===== src/rtl/uart_tx.sv =====
// uart_tx: 16550-style UART transmitter driven by an external baud tick.
// A holding stage feeds a transmit shift register that serialises one frame
// per byte: start bit, 5-8 data bits LSB first, optional parity, 1/1.5/2 stop.
// Build option UART_TX_FIFO_EN: when defined the holding stage is a
// FIFO_DEPTH-entry circular FIFO; otherwise it is a single byte register.
module uart_tx #(
   parameter int OVERSAMPLE = 16,
   parameter int FIFO_DEPTH = 16
) (
   input  logic       clk,
   input  logic       rst_n,
   input  logic       br,
   input  logic [7:0] thr_data,
   input  logic       thr_wr,
   input  logic [1:0] word_len,
   input  logic       stop_bits,
   input  logic       parity_en,
   input  logic       even_parity,
   input  logic       stick_parity,
   input  logic       break_ctrl,
   output logic       txd,
   output logic       thr_full,
   output logic       thr_empty,
   output logic       tsr_empty,
   output logic       tx_overrun
);

   typedef enum logic [2:0] {
      IDLE,
      START,
      DATA,
      PARITY,
      STOP
   } txState_t;

   // The tick counter must reach two full bit times for the longest stop phase.
   localparam int TICK_W = $clog2(2 * OVERSAMPLE);

   localparam logic [TICK_W-1:0] ONE_BIT_LAST  = TICK_W'(OVERSAMPLE - 1);
   localparam logic [TICK_W-1:0] ONE_HALF_LAST = TICK_W'((3 * OVERSAMPLE) / 2 - 1);
   localparam logic [TICK_W-1:0] TWO_BIT_LAST  = TICK_W'(2 * OVERSAMPLE - 1);

   // Reject parameter values the bit timing and pointer wrap cannot support.
   if ((OVERSAMPLE < 4) || ((OVERSAMPLE % 2) != 0)) begin : gBadOversample
      $error("uart_tx: OVERSAMPLE must be even and at least 4");
   end
   if ((FIFO_DEPTH < 2) || ((FIFO_DEPTH & (FIFO_DEPTH - 1)) != 0)) begin : gBadDepth
      $error("uart_tx: FIFO_DEPTH must be a power of two of at least 2");
   end

   txState_t          state;
   txState_t          stateNext;
   logic [TICK_W-1:0] tickCnt;
   logic [2:0]        bitCnt;
   logic [7:0]        tsr;
   logic              parAcc;
   logic              txdReg;

   logic [1:0]        cfgWordLen;
   logic              cfgStop;
   logic              cfgParEn;
   logic              cfgEven;
   logic              cfgStick;

   logic              holdFull;
   logic              holdEmpty;
   logic [7:0]        holdData;

   logic              loadTsr;
   logic              wrAccept;
   logic              bitEnd;
   logic              stopEnd;
   logic              lastData;
   logic              parityBit;
   logic [TICK_W-1:0] stopLast;

   // A write is taken when there is room, or when the shifter is pulling the
   // oldest byte out on this very edge and so frees a slot for it. Only a
   // write that finds no room and no simultaneous load is dropped.
   assign wrAccept   = thr_wr && (!holdFull || loadTsr);
   assign tx_overrun = thr_wr && holdFull && !loadTsr;

`ifdef UART_TX_FIFO_EN

   localparam int PTR_W = $clog2(FIFO_DEPTH);
   localparam logic [PTR_W:0] DEPTH_CNT = (PTR_W + 1)'(FIFO_DEPTH);

   logic [7:0]       fifoMem [FIFO_DEPTH];
   logic [PTR_W-1:0] wrPtr;
   logic [PTR_W-1:0] rdPtr;
   logic [PTR_W:0]   fifoCount;

   // Storage array is written without reset; the pointers and count alone
   // decide which entries are live, so clearing them empties the FIFO.
   always_ff @(posedge clk) begin
      if (wrAccept) begin
         fifoMem[wrPtr] <= thr_data;
      end
   end

   // Pointers wrap naturally because the depth is a power of two. A push and
   // pop on the same edge leave the count unchanged, including when full.
   always_ff @(posedge clk) begin
      if (!rst_n) begin
         wrPtr     <= '0;
         rdPtr     <= '0;
         fifoCount <= '0;
      end else begin
         if (wrAccept) begin
            wrPtr <= wrPtr + 1'b1;
         end
         if (loadTsr) begin
            rdPtr <= rdPtr + 1'b1;
         end
         case ({wrAccept, loadTsr})
            2'b10:   fifoCount <= fifoCount + 1'b1;
            2'b01:   fifoCount <= fifoCount - 1'b1;
            default: fifoCount <= fifoCount;
         endcase
      end
   end

   assign holdData  = fifoMem[rdPtr];
   assign holdFull  = (fifoCount == DEPTH_CNT);
   assign holdEmpty = (fifoCount == '0);

`else

   logic [7:0] thrReg;
   logic       thrValid;

   // Single holding register with a valid flag. A write that lands on the
   // same edge as a load replaces the byte being consumed, so valid stays set.
   always_ff @(posedge clk) begin
      if (!rst_n) begin
         thrReg   <= '0;
         thrValid <= 1'b0;
      end else if (wrAccept) begin
         thrReg   <= thr_data;
         thrValid <= 1'b1;
      end else if (loadTsr) begin
         thrValid <= 1'b0;
      end
   end

   assign holdData  = thrReg;
   assign holdFull  = thrValid;
   assign holdEmpty = !thrValid;

`endif

   // Stop phase length in ticks comes from the configuration captured at load:
   // one bit, two bits, or one and a half bits for 5-bit words.
   always_comb begin
      stopLast = ONE_BIT_LAST;
      if (cfgStop) begin
         stopLast = (cfgWordLen == 2'b00) ? ONE_HALF_LAST : TWO_BIT_LAST;
      end
   end

   assign bitEnd    = br && (tickCnt == ONE_BIT_LAST);
   assign stopEnd   = br && (tickCnt == stopLast);
   assign lastData  = (bitCnt == (3'd4 + {1'b0, cfgWordLen}));
   assign parityBit = cfgStick ? !cfgEven : (cfgEven ? parAcc : !parAcc);

   // Frame sequencer next state. Leaving IDLE does not wait for a baud tick,
   // and the end of a stop phase chains straight into the next start bit when
   // another byte is already waiting, so consecutive frames have no gap.
   always_comb begin
      stateNext = state;
      loadTsr   = 1'b0;
      case (state)
         IDLE: begin
            if (!holdEmpty) begin
               loadTsr   = 1'b1;
               stateNext = START;
            end
         end
         START: begin
            if (bitEnd) begin
               stateNext = DATA;
            end
         end
         DATA: begin
            if (bitEnd && lastData) begin
               stateNext = cfgParEn ? PARITY : STOP;
            end
         end
         PARITY: begin
            if (bitEnd) begin
               stateNext = STOP;
            end
         end
         STOP: begin
            if (stopEnd) begin
               if (!holdEmpty) begin
                  loadTsr   = 1'b1;
                  stateNext = START;
               end else begin
                  stateNext = IDLE;
               end
            end
         end
         default: begin
            stateNext = IDLE;
         end
      endcase
   end

   // Sequencer state register.
   always_ff @(posedge clk) begin
      if (!rst_n) begin
         state <= IDLE;
      end else begin
         state <= stateNext;
      end
   end

   // Shift datapath. A load captures the byte plus its framing options and
   // drives the start bit on the same edge. Each later bit boundary drives the
   // next serial level, shifting the register right and folding every data
   // bit that goes out into the running parity.
   always_ff @(posedge clk) begin
      if (!rst_n) begin
         tickCnt    <= '0;
         bitCnt     <= '0;
         tsr        <= '0;
         parAcc     <= 1'b0;
         txdReg     <= 1'b1;
         cfgWordLen <= 2'b00;
         cfgStop    <= 1'b0;
         cfgParEn   <= 1'b0;
         cfgEven    <= 1'b0;
         cfgStick   <= 1'b0;
      end else if (loadTsr) begin
         tsr        <= holdData;
         cfgWordLen <= word_len;
         cfgStop    <= stop_bits;
         cfgParEn   <= parity_en;
         cfgEven    <= even_parity;
         cfgStick   <= stick_parity;
         tickCnt    <= '0;
         bitCnt     <= '0;
         parAcc     <= 1'b0;
         txdReg     <= 1'b0;
      end else begin
         if (br && (state != IDLE)) begin
            if ((state == STOP) ? stopEnd : bitEnd) begin
               tickCnt <= '0;
            end else begin
               tickCnt <= tickCnt + 1'b1;
            end
         end
         case (state)
            START: begin
               if (bitEnd) begin
                  txdReg <= tsr[0];
                  tsr    <= {1'b0, tsr[7:1]};
                  parAcc <= parAcc ^ tsr[0];
                  bitCnt <= '0;
               end
            end
            DATA: begin
               if (bitEnd) begin
                  if (lastData) begin
                     txdReg <= cfgParEn ? parityBit : 1'b1;
                  end else begin
                     txdReg <= tsr[0];
                     tsr    <= {1'b0, tsr[7:1]};
                     parAcc <= parAcc ^ tsr[0];
                     bitCnt <= bitCnt + 1'b1;
                  end
               end
            end
            PARITY: begin
               if (bitEnd) begin
                  txdReg <= 1'b1;
               end
            end
            default: begin
               txdReg <= txdReg;
            end
         endcase
      end
   end

   // Break forces the line low after the registered bit; the sequencer keeps
   // running underneath, so any frame sent during break is lost on the wire.
   assign txd       = txdReg && !break_ctrl;
   assign thr_full  = holdFull;
   assign thr_empty = holdEmpty;
   assign tsr_empty = (state == IDLE) && holdEmpty;

endmodule


===== config.mk =====
export PLATFORM = sky130hd
export DESIGN_NAME = uart_tx
export DESIGN_NICKNAME = d
export VERILOG_FILES = /design/src/rtl/uart_tx.sv
export SDC_FILE = /design/constraint.sdc
export NUM_CORES = 1
export LEC_CHECK = 0
export CORE_UTILIZATION = 40
export DETAILED_ROUTE_END_ITERATION = 7
export GPL_TIMING_DRIVEN = 0
export HOLD_SLACK_MARGIN = 0.08
export PLACE_DENSITY = 0.67
export SLEW_MARGIN = 5
export SYNTH_ARGS = -nofsm -noshare
export SYNTH_HDL_FRONTEND = slang
export SYNTH_SLANG_ARGS = --single-unit

===== constraint.sdc =====
create_clock -name clk -period 3 [get_ports clk]
set_input_delay 0.9 -clock clk [delete_from_list [all_inputs] [get_ports clk]]
set_output_delay 0.9 -clock clk [all_outputs]
set_load 0.01 [all_outputs]

==> key figures <==
Outcome
  • Status: finished clean

Yosys
  • Post-synth ARST share: 0
  • Synth top area share: 0.391
  • Post-synthesis area per instance: 8.81 µm²
  • Ys Warns: 0
  • Mapped cell area: 1840 µm²
  • Synthesized net count: 231
  • Seq/Total Area, Yosys: 0.391
  • Top area cells in the synthesized netlist: dfxtp_1 39%, mux2i_1 8.2%, nor2b_1 7.1%
  • Seq cells post-synth: 36
  • Yosys top cell by area: dfxtp_1
  • Post-synth EDFFs: 0
  • Post-Synthesis Cells: 209
  • Ys flop type: dfxtp_1
  • Synth unique cells: 46

Clocking
  • CTS sink count: 36
  • Hold-fix buffers, CTS: 0
  • CTS Root Cell: clkbuf_8
  • Total number of H-tree levels: 2
  • Maximum clock path buffer count: 2
  • TritonCTS clock tree: built
  • TritonCTS buffer count: 5
  • Worst-path clk slew: 70 ps
  • Skew-Pair Late Insertion Delay: 280 ps

Route
  • Max Used Layer: met4
  • Drt pass-1 iters: 4
  • Drt initial violations: 148
  • Vias per cell: 5.48
  • Wirelength per Cell: 13.7 µm
  • Routed metal-1 wire length: 1880 µm
  • Met2 routed WL: 1900 µm
  • Vias: 1584
  • Routed wl met3: 153 µm
  • Post-route ant nets: 0
  • Routed wire length: 3970 µm
  • Remaining DRCs: 0

Global route
  • Number of global-route vias before repair: 1468
  • Largest net degree at the start of global routing: 17
  • First-pass GRT wire length: 6650 µm
  • GRT Overall Usage: 0.173
  • Grt ovf: 0
  • Initial antenna violation count: 0

STA
  • Tcrit/Tclk final: 0.970
  • Clock Skew: 5.56 ps
  • Setup Viol. Count Final: 0
  • Slew Limit Fails: 0
  • Max Clk Rate: 344 MHz
  • Final Hold Vio Count: 0
  • Slew margin rel.: 0.477
  • Unrepaired setup endpoints after global routing: false
  • Worst slew pin tran: 773 ps
  • Setup TNS: 0 ps
  • Tmin final: 2910 ps

Place
  • Number of port buffers: 21
  • Gpl congestion: 0.839
  • DP Area: 2120 µm²
  • Final HPWL from detailed placement: 2830 µm

Floorplan
  • Starting Density: 0.420
  • Std-Cell Rows: 24
  • Width of the die: 69.9 µm
  • Die Ht: 69.9 µm
  • CORE AREA: 4380 µm²
  • Die area: 4880 µm²
  • I/O pin count: 24

Pwr
  • Pwr dens: 477 nW/µm²
  • Leak: 0.846 nW
  • Worst VDD drop: 0.274 mV
  • Tot Pwr: 1.05 mW

Setup path
  • WP data arrival: 2010 ps
  • Setup CP Type: input port to output pin
  • Setup crit end kind: output pin
  • Worst Path Max Fanout: 9
  • CP Launch Type: input port
  • Worst Path Required: 2100 ps

Min path
  • Hold/Removal Path Class: flip-flop to flip-flop

Layout
  • Layout cells sized above 1: 0.0844
  • Nets@finish: 259
  • Post-route cell area: 2200 µm²
  • Finished Core Util: 0.502
  • Ant diodes: 0
  • Area grow syn2layout: 19.5%

Run
  • Maxcap violations: 0
## stage by stage
stage | cells | setup WS [ps] | hold WS (ps)
after detailed placement | 282 | -653 | 461
after CTS | 289 | 59.7 | 477
after global placement | 282 | -648 | 457
after global routing | 289 | 18.0 | 485
after floorplan | 209 | 65.9 | 443
final | 289 | 88.9 | 472
## cell type report
type                            count  area, µm²
Fill cell                         443       2180
Multi-Input combinational cell    156       1050
Sequential cell                    36        721
Timing Repair Buffer               22        216
Clock buffer                        6       72.6
Tap cell                           52       65.1
Buffer                             10       51.3
Inverter                            6       22.5
Clock inverter                      1       5.00
## cell usage in the layout (no fill, tap or decap), types with 3 or more instances in the layout
master / n
xnor2_1: 4
clkbuf_1: 7
inv_1: 6
a31oi_1: 8
mux2i_1: 15
o211ai_1: 4
a21oi_1: 8
and3_1: 3
clkbuf_8: 5
nor2_1: 9
nor2b_1: 21
ha_1: 3
nand2_1: 26
o21ai_0: 8
dfxtp_1: 36
nand3_1: 9
clkdlybuf4s50_1: 20
## sequential cells by signal, indices dropped and copies added (netlist names), 2 cells and up
name and cells:
tsr 8, bitCnt 3, cfgWordLen 2, state 3, holdData 8, tickCnt 5
## kinds of logic (layout without fill, tap and decap cells)
family / Yosys count / count (layout) / share of synthesized area
compound gates: 46 / 46 / 0.183
xor+xnor: 6 / 6 / 0.0285
fa+ha+maj: 3 / 3 / 0.0204
buf+inv: 17 / 45 / 0.0421
flops: 36 / 36 / 0.391
mux: 15 / 15 / 0.0815
simple gates: 86 / 86 / 0.253
## synthesized netlist by cell type (2+ instances only)
library cell,n
a21boi_0,2
a21oi_1,8
a31oi_1,8
a32oi_1,2
and3_1,3
buf_2,2
clkbuf_1,7
dfxtp_1,36
ha_1,3
inv_1,6
mux2i_1,15
nand2_1,26
nand2_2,2
nand3_1,9
nand3b_1,2
nand4_1,2
nand4b_1,2
nor2_1,9
nor2b_1,21
nor3b_1,2
o211ai_1,4
o21ai_0,9
o221ai_1,2
xnor2_1,4
xor2_1,2
## repair_timing
item / in CTS / in global routing
endpoints found under the hold margin: 0 / 0
setup endpoints to repair: 1 / 1
pin swaps: 1 / 1
resized for setup: 2 / 0
setup buffers: 1 / 0
## final timing paths
path / slack (ps) / end / from / depth (start not counted)
min: 470 / tsr[1]$_SDFFE_PN0P_ / tsr[1]$_SDFFE_PN0P_ / 2
min reg2reg: 470 / tsr[1]$_SDFFE_PN0P_ / tsr[1]$_SDFFE_PN0P_ / 2
max: 90 / tx_overrun / br / 6
max reg2reg: 370 / bitCnt[2]$_SDFFE_PP0P_ / tickCnt[0]$_SDFFE_PP0P_ / 9
## power by group
group	switching, mW	internal (mW)	leakage [nW]
clock	0.161	0.158	0.0410
combinational	0.102	0.0979	0.510
sequential	0.0220	0.509	0.295
## critical path: stages
cell and delay, ps:
buf_4 130, nand3_1 140, o21ai_2 180, o2111ai_4 150, and3_1 230, dlygate4sd2_1 280
## metal layers
| metal | GRT usage | vias up |
|---|---|---|
| li1 | - | 796 |
| met1 | 0.226 | 755 |
| met2 | 0.269 | 29 |
| met3 | 0.0462 | 4 |
| met4 | 0.0733 | 0 |
| met5 | 0 | - |
(Power assumes the default switching activity.)
